==> src/rtl/fetch_unit_pkg.sv <==
// rtl/fetch_unit_pkg.sv - shared types and constants for the instruction-fetch block
package fetch_unit_pkg;

  localparam logic [31:0] INST_BYTES = 32'd4;

  typedef struct packed {
    logic [31:0] pc;
    logic [31:0] inst;
  } fetch_entry_t;

  typedef enum logic [1:0] {
    S_IDLE = 2'd0,
    S_RUN  = 2'd1,
    S_HALT = 2'd2
  } fetch_state_t;

endpackage

==> src/rtl/fetch_if.sv <==
// rtl/fetch_if.sv - imem, redirect/halt and decode handshake bundle of the fetch unit
interface fetch_if;

  logic [31:0] o_imem_pc;
  logic [31:0] i_imem_inst;
  logic        i_redirect_valid;
  logic [31:0] i_redirect_pc;
  logic        i_halt;
  logic        o_inst_valid;
  logic [31:0] o_inst;
  logic [31:0] o_inst_pc;
  logic        i_inst_ready;
  logic        o_busy;

  modport master (
    output o_imem_pc,
    input  i_imem_inst,
    input  i_redirect_valid,
    input  i_redirect_pc,
    input  i_halt,
    output o_inst_valid,
    output o_inst,
    output o_inst_pc,
    input  i_inst_ready,
    output o_busy
  );

  modport slave (
    input  o_imem_pc,
    output i_imem_inst,
    output i_redirect_valid,
    output i_redirect_pc,
    output i_halt,
    input  o_inst_valid,
    input  o_inst,
    input  o_inst_pc,
    output i_inst_ready,
    input  o_busy
  );

endinterface

==> src/rtl/fetch_unit_fifo.sv <==
// rtl/fetch_unit_fifo.sv - prefetch FIFO of {pc, inst} entries with wrap-bit pointers
module fetch_fifo
  import fetch_unit_pkg::*;
#(
  parameter int DEPTH = 4
) (
  input  logic         i_clk,
  input  logic         i_rst_n,
  input  logic         i_push,
  input  logic         i_pop,
  input  logic         i_flush,
  input  fetch_entry_t i_data,
  output logic         o_full,
  output logic         o_empty,
  output fetch_entry_t o_head
);

  localparam int AW = $clog2(DEPTH);

  logic [AW:0]  wr_ptr_q, wr_ptr_d;
  logic [AW:0]  rd_ptr_q, rd_ptr_d;
  fetch_entry_t mem_q [DEPTH];

  always_comb begin
    wr_ptr_d = wr_ptr_q;
    rd_ptr_d = rd_ptr_q;
    if (i_flush) begin
      wr_ptr_d = '0;
      rd_ptr_d = '0;
    end else begin
      if (i_push) wr_ptr_d = wr_ptr_q + (AW+1)'(1);
      if (i_pop)  rd_ptr_d = rd_ptr_q + (AW+1)'(1);
    end
  end

  always_ff @(posedge i_clk or negedge i_rst_n) begin
    if (!i_rst_n) begin
      wr_ptr_q <= '0;
      rd_ptr_q <= '0;
    end else begin
      wr_ptr_q <= wr_ptr_d;
      rd_ptr_q <= rd_ptr_d;
    end
  end

  // Storage needs no reset: the pointers alone define which entries are live.
  always_ff @(posedge i_clk) begin
    if (i_push && !i_flush) mem_q[wr_ptr_q[AW-1:0]] <= i_data;
  end

  assign o_empty = (wr_ptr_q == rd_ptr_q);
  assign o_full  = (wr_ptr_q[AW] != rd_ptr_q[AW]) &&
                   (wr_ptr_q[AW-1:0] == rd_ptr_q[AW-1:0]);
  assign o_head  = o_empty ? '0 : mem_q[rd_ptr_q[AW-1:0]];

endmodule

==> src/rtl/fetch_unit.sv <==
// rtl/fetch_unit.sv - imem fetch initiator: pc register, run/halt FSM, redirect and FIFO arbitration
module fetch_unit
  import fetch_unit_pkg::*;
#(
  parameter logic [31:0] RESET_PC   = 32'h0000_0000,
  parameter int          FIFO_DEPTH = 4
) (
  input  logic     i_clk,
  input  logic     i_rst_n,
  fetch_if.master  bus
);

  fetch_state_t state_q, state_d;
  logic [31:0]  pc_q, pc_d;
  logic         push, pop, full, empty;
  fetch_entry_t head;

  assign pop  = !empty && bus.i_inst_ready && !bus.i_redirect_valid;
  // A full FIFO still accepts a fetch when the head leaves in the same cycle.
  assign push = (state_q == S_RUN) && !bus.i_halt && !bus.i_redirect_valid &&
                (!full || pop);

  always_comb begin
    state_d = state_q;
    case (state_q)
      S_IDLE: state_d = S_RUN;
      S_RUN:  if (bus.i_halt && !bus.i_redirect_valid) state_d = S_HALT;
      S_HALT: if (!bus.i_halt && !bus.i_redirect_valid) state_d = S_RUN;
      default: state_d = S_IDLE;
    endcase
  end

  always_comb begin
    pc_d = pc_q;
    if (bus.i_redirect_valid) pc_d = bus.i_redirect_pc & ~32'd3;
    else if (push)            pc_d = pc_q + INST_BYTES;
  end

  always_ff @(posedge i_clk or negedge i_rst_n) begin
    if (!i_rst_n) begin
      state_q <= S_IDLE;
      pc_q    <= RESET_PC;
    end else begin
      state_q <= state_d;
      pc_q    <= pc_d;
    end
  end

  fetch_fifo #(.DEPTH(FIFO_DEPTH)) u_fifo (
    .i_clk   (i_clk),
    .i_rst_n (i_rst_n),
    .i_push  (push),
    .i_pop   (pop),
    .i_flush (bus.i_redirect_valid),
    .i_data  ('{pc: pc_q, inst: bus.i_imem_inst}),
    .o_full  (full),
    .o_empty (empty),
    .o_head  (head)
  );

  assign bus.o_imem_pc    = pc_q;
  assign bus.o_inst_valid = !empty;
  assign bus.o_inst       = head.inst;
  assign bus.o_inst_pc    = head.pc;
  assign bus.o_busy       = (state_q == S_RUN);

endmodule

==> src/flat_wrapper.sv <==
// flat-port wrapper written by rule: the top's interface ports become plain ports
module fetch_unit_flat import fetch_unit_pkg::*;
#(
  parameter logic [31:0] RESET_PC   = 32'h0000_0000,
  parameter int          FIFO_DEPTH = 4
)
  (i_clk, i_rst_n, bus_o_imem_pc, bus_i_imem_inst, bus_i_redirect_valid, bus_i_redirect_pc, bus_i_halt, bus_o_inst_valid, bus_o_inst, bus_o_inst_pc, bus_i_inst_ready, bus_o_busy);
  fetch_if bus_i ();
  input  logic i_clk;
  input  logic i_rst_n;
  output wire logic [$bits(bus_i.o_imem_pc)-1:0] bus_o_imem_pc;
  input wire logic [$bits(bus_i.i_imem_inst)-1:0] bus_i_imem_inst;
  input wire logic [$bits(bus_i.i_redirect_valid)-1:0] bus_i_redirect_valid;
  input wire logic [$bits(bus_i.i_redirect_pc)-1:0] bus_i_redirect_pc;
  input wire logic [$bits(bus_i.i_halt)-1:0] bus_i_halt;
  output wire logic [$bits(bus_i.o_inst_valid)-1:0] bus_o_inst_valid;
  output wire logic [$bits(bus_i.o_inst)-1:0] bus_o_inst;
  output wire logic [$bits(bus_i.o_inst_pc)-1:0] bus_o_inst_pc;
  input wire logic [$bits(bus_i.i_inst_ready)-1:0] bus_i_inst_ready;
  output wire logic [$bits(bus_i.o_busy)-1:0] bus_o_busy;
  assign bus_o_imem_pc = bus_i.o_imem_pc;
  assign bus_i.i_imem_inst = bus_i_imem_inst;
  assign bus_i.i_redirect_valid = bus_i_redirect_valid;
  assign bus_i.i_redirect_pc = bus_i_redirect_pc;
  assign bus_i.i_halt = bus_i_halt;
  assign bus_o_inst_valid = bus_i.o_inst_valid;
  assign bus_o_inst = bus_i.o_inst;
  assign bus_o_inst_pc = bus_i.o_inst_pc;
  assign bus_i.i_inst_ready = bus_i_inst_ready;
  assign bus_o_busy = bus_i.o_busy;
  fetch_unit #(.RESET_PC(RESET_PC), .FIFO_DEPTH(FIFO_DEPTH)) u_core (.i_clk(i_clk), .i_rst_n(i_rst_n), .bus(bus_i));
endmodule
==> config.mk <==
export PLATFORM = sky130hd
export DESIGN_NAME = fetch_unit_flat
export DESIGN_NICKNAME = d
export VERILOG_FILES = /design/src/rtl/fetch_unit_pkg.sv /design/src/rtl/fetch_if.sv /design/src/rtl/fetch_unit_fifo.sv /design/src/rtl/fetch_unit.sv /design/src/flat_wrapper.sv
export SDC_FILE = /design/constraint.sdc
export NUM_CORES = 1
export LEC_CHECK = 0
export CAP_MARGIN = 20
export CORE_MARGIN = 10
export CORE_UTILIZATION = 59
export DETAILED_ROUTE_END_ITERATION = 12
export PLACE_DENSITY = 0.88
export SYNTH_ARGS = -nofsm -noshare
export SYNTH_HDL_FRONTEND = slang
export SYNTH_HIERARCHICAL = 1
export SYNTH_SLANG_ARGS = --single-unit
==> constraint.sdc <==
create_clock -name i_clk -period 6.5 [get_ports i_clk]
set_clock_uncertainty 0.2 [all_clocks]
set_input_delay 0.65 -clock i_clk [delete_from_list [all_inputs] [get_ports i_clk]]
set_output_delay 0.65 -clock i_clk [all_outputs]
set_load 0.01 [all_outputs]
**Word level (Yosys, flattened, before mapping)**

Memory sizes are Yosys's and may differ from the RTL's.
Index checks and enable logic that the tools add are counted.

- $add $sub $neg: 3
- Reduce and logical (&&, ||, !) cells: 18
- Equal/unequal tests: 7
- Multiplexer cells: 12

Operators by type and width:

| operator | count |
|---|---|
| two-way mux 32 bit | 2 |
| two-way mux 64 bit | 1 |
| adder 32 x 3 -> 32 bit (second input constant) | 1 |
| two-way mux 3 bit | 4 |
| logical AND 1 bit | 9 |
| adder 3 x 1 -> 3 bit (second input constant) | 2 |
| one-hot mux 2 bit (3 select lines) | 1 |
| logical NOT 1 bit | 4 |
| two-way mux 2 bit | 2 |
| != test 2 x 1 -> 1 bit (second input constant) | 2 |
| nonzero test 2 bit | 2 |
| equality test 3 bit | 1 |
| equality test 2 x 1 -> 1 bit (second input constant) | 1 |
| equality test 2 bit | 1 |
| equality test 2 bit (second input constant) | 1 |
| logical NOT 2 bit | 1 |
| two-way mux 1 bit | 2 |
| AND reduction 2 bit | 1 |
| logical OR 1 bit | 1 |
| != test 1 bit | 1 |

- Flip-flop bits (word level): 40
- Output and inout bits: 98
- Memory bits (writable): 256
- Memories: 1
- Logic and storage cells: 45
- Bits of input ports: 69

Memories:

| name | depth | width | read ports | clocked after Yosys merged registers in | wr ports | RTL line | text |
|---|---|---|---|---|---|---|---|
| u_core.u_fifo.mem_q | 4 | 64 | 1 | 0 | 1 | fetch_unit_fifo.sv:22 | `fetch_entry_t mem_q [DEPTH];` |

**Longest topological paths before layout**

- Depth after elaboration: 9
- Depth in mapped cells: 8
- Mapped depth without buffers: 7

**By module**

Netlist, hierarchy kept.

By module, submodules not included:

| module | times used | seq. area each (µm²) | cells an instance | area each (µm²) |
|---|---|---|---|---|
| fetch_fifo | 1 | 7,837.5 | 457 | 10,291.1 |
| fetch_unit | 1 | 800.8 | 241 | 2,099.5 |

**Least setup slack after synthesis**

OpenSTA, ideal clock, no wires.

- Kind: reg-to-reg
- From: register u_core.u_fifo.wr_ptr_q[0]
- To: memory u_core/u_fifo/mem_q[0][0] (netlist bit), enable pin
- Library setup time: 0.429 ns
- Period minus slack after synthesis: 4.074 ns
- Buffers on the path: 1
- Stages on the path, launching flop included: 9
- Arrival time: 3.445 ns
- Path slack: 2.426 ns
- Data required time: 5.871 ns
- Path through: dfrtp_1 -> xor2_1 -> clkbuf_1 -> nor3_1 -> nor2b_1 -> o21ai_1 -> inv_1 -> nor2b_1 -> and2_1

- Longest elaborated chain between the ends: 9
- Elaborated cells on any way between the ends: 12
- Classes of those cells: eq/ne: 2; mux: 2; reduce/logical: 8

Ends and longest elaborated chain:

| item | RTL line | text |
|---|---|---|
| start: declaration | fetch_unit_fifo.sv:20 | `logic [AW:0] wr_ptr_q, wr_ptr_d;` |
| start signal: assignment | fetch_unit_fifo.sv:41 | `wr_ptr_q <= wr_ptr_d;` |
| equality test 3 bit | fetch_unit_fifo.sv:51 | `assign o_empty = (wr_ptr_q == rd_ptr_q);` |
| named net u_core.empty | fetch_unit.sv:15 | `logic push, pop, full, empty;` |
| logical NOT 1 bit | fetch_unit.sv:18 | `assign pop = !empty && bus.i_inst_ready && !bus.i_redirect_valid;` |
| logical AND 1 bit (2 in a row) | fetch_unit.sv:18 |  |
| logical OR 1 bit | fetch_unit.sv:21 | `(!full \|\| pop);` |
| logical AND 1 bit | fetch_unit.sv:20 | `assign push = (state_q == S_RUN) && !bus.i_halt && !bus.i_redirect_valid &&` |
| named net u_core.push | fetch_unit.sv:15 |  |
| logical AND 1 bit | fetch_unit_fifo.sv:48 | `if (i_push && !i_flush) mem_q[wr_ptr_q[AW-1:0]] <= i_data;` |
| two-way mux 1 bit | fetch_unit_fifo.sv:48 |  |
| two-way mux 1 bit (implied by the code) | fetch_unit_fifo.sv:48 |  |
| end: declaration | fetch_unit_fifo.sv:22 |  |

The timed path passes the listed nets, and every way through them passes these cells.

**Worst setup path after layout**

- From: register u_core.u_fifo.wr_ptr_q[1]
- To: memory u_core/u_fifo/mem_q[2][44] (netlist bit), enable pin

Same word-level chain as after synthesis.

==> qor.yml <==
layout:
  nNetsFinal: 939
  fin_util: 0.7445
  diodes: 0
  area_delta_synth_final_pct: 22.75
  layout-drive-gt1-share: 0.1422
floorplanning:
  rows: 52
  dieArea_mm2: 0.02720
  io_pins: 167
  die_h_um: 164.9
  die_w_um: 164.9
  core_area_mm2: 0.02043
  initial_utilization: 0.6065
timing:
  slew_headroom: 0.3258
  period_needed_ns: 4.038
  tightestPinTransition_ns: 1.011
  tns_ns: 0
  slew_violations: 0
  fin_crit_sh: 0.6212
  setup_viol: 0
  fmax_ghz: 0.2476
  grt_setup_unrepaired: "false"
  hold_viol: 0
detailed_routing:
  wl_per_cell_um: 24.93
  drt-initial-drc-count: 968
  drt_wl_total_mm: 28.82
  first_pass_iters: 5
  vias: 7497
  ant_nets: 0
  drc_errors: 0
  via_per_inst: 6.485
yosys:
  seq_area_frac_synth: 0.6972
  syn_inst: 698
  synth_cell_type_count: 58
  async_reset_ff_frac: 0.1293
  ys_top_cells_by_count: "256 x edfxtp_1, 64 x mux4_2, 64 x o31a_1, 38 x dfrtp_1, 30 x nand2_1"
  yosysWarnings: 6
  ys.flop_type: "edfxtp_1"
  ys_top_cells_by_area: "edfxtp_1 62%, mux4_2 12%, dfrtp_1 7.7%"
  synth_seq_cells: 294
  syn_area_mm2: 0.01239
  yosysMostFrequentCell: "edfxtp_1"
  yosysTopAreaCell: "edfxtp_1"
  syn-mean-instance-area_um2: 17.75
  yosysTopAreaCellShare: 0.6204
  synth_edf_count: 256
clock_network:
  cts_buffers: 28
  clkTransAtPathRegs_ns: 0.06
  post_cts_buffers: 0
  cts_htree_levels: 1
  cts.sinks: 294
  cts_max_path_buffers: 3
  clkLatencyLatePin_ns: 0.54
  cts_resized: 0
  hold_buffers: 0
  cts_tree: "built"
  root_buffer: "clkbuf_16"
placed_design:
  dp_hpwl_mm: 17.21
  port_buffers: 162
  place_congestion: 0.9030
critical_path:
  path_class: "reg2reg"
  end_kind: "flop"
  critPathMaxFanout: 64
  critPathLaunchType: "flop"
  worstPathRequired_ns: 6.45
  critPathArrivalTime_ns: 3.99
  rrSetupSlack_ns: 2.46
global_route:
  overflow: 0
  grt_use_total: 0.2101
  grt_max_degree: 67
  antenna_found_initial: 0
  grt_pass1_vias: 7703
  grt_first_pass_wirelength_mm: 44.86
power:
  power.leakage_nw: 4.856
  powerDensity_mw_per_mm2: 291.7
  ir_drop_v: 0.0001902
  fin_total_pwr_mw: 4.437
outcome:
  status: "finished clean"
run:
  max_cap_viol_count: 0
hold_path:
  worstHoldPathType: "in2async"
==> layer usage <==
layer,track usage,share of wire,up-vias,wire (um)
met5,0,0,-,0
met4,0.04106,0.015,0,430
met3,0.05253,0.11,44,3043
met2,0.3366,0.48,444,13860
met1,0.2900,0.40,3767,11490
li1,-,-,3242,-
==> layout make-up <==
cell class	instances	area (um2)
multi-input cells	356	3555
flip-flops and latches	294	8646
repair buffers	172	1717
fillers	1223	5220
well taps	270	337.8
clock inverters	13	147.6
clock buffers	39	762.0
inverters	12	45.04
==> cell families after synthesis <==
logic type / synth area share
fa+ha+maj: 0.006059
simple gates: 0.05796
flops: 0.6972
other cells: 0.0003026
compound gates: 0.08705
mux: 0.1204
xor+xnor: 0.007069
buf+inv: 0.02403
==> worst max-delay path, stage by stage (launching register included) <==
cell and delay, ns:
dfrtp_1 0.52, xor2_4 0.64, nor3_1 0.23, nor2b_1 0.37, o21ai_1 0.13, inv_1 0.32
nor2b_1 0.33, and2_4 0.87
==> cells in the final DEF (no fill, tap or decap), drive strengths merged, types with 11 or more instances in the layout <==
master and instances:
dfrtp 38, clkdlybuf4s50 162, inv 12, o31a 64, edfxtp 256, o311ai 11
clkbuf 39, nor2 18, nand4 11, nand2 30, mux4 64, nand3 16
==> registers in the layout, summed over array words and instances, names as in the netlist <==
name                    flops
u_core/u_fifo/rd_ptr_q      3
u_core/u_fifo/mem_q       256
u_core/bus.o_imem_pc       30
u_core/u_fifo/wr_ptr_q      3
u_core/state_q              2
==> final timing paths <==
path	from	endpoint	depth (start not counted)
min	i_rst_n	u_core/bus.o_imem_pc[25]	2
min in group i_clk	u_core/state_q[0]	u_core/state_q[0]	2
min reg2reg	u_core/state_q[0]	u_core/state_q[0]	2
max	u_core/u_fifo/wr_ptr_q[1]	u_core/u_fifo/mem_q[2][44]	7
max reg2reg	u_core/u_fifo/wr_ptr_q[1]	u_core/u_fifo/mem_q[2][44]	7
max in group asynchronous	i_rst_n	u_core/u_fifo/rd_ptr_q[1]	2
==> through the flow <==
step	setup slack, ns	cell area [um2]	hold slack [ns]	instances
floorplan	2.426	12420	0.1544	707
global placement	2.438	14260	0.3723	1102
detailed placement	2.398	14270	0.4331	1103
CTS	2.180	15180	0.3680	1155
global route	2.207	15210	0.3837	1156
finish	2.462	15210	0.3572	1156
==> power by group <==
part           internal (mW)  leakage (nW)  switching, mW
Sequential              2.13          2.77         0.0823
Combinational          0.332          1.64          0.311
Clock                  0.937         0.441          0.649
No activity file was read; power rests on OpenSTA's default activity.
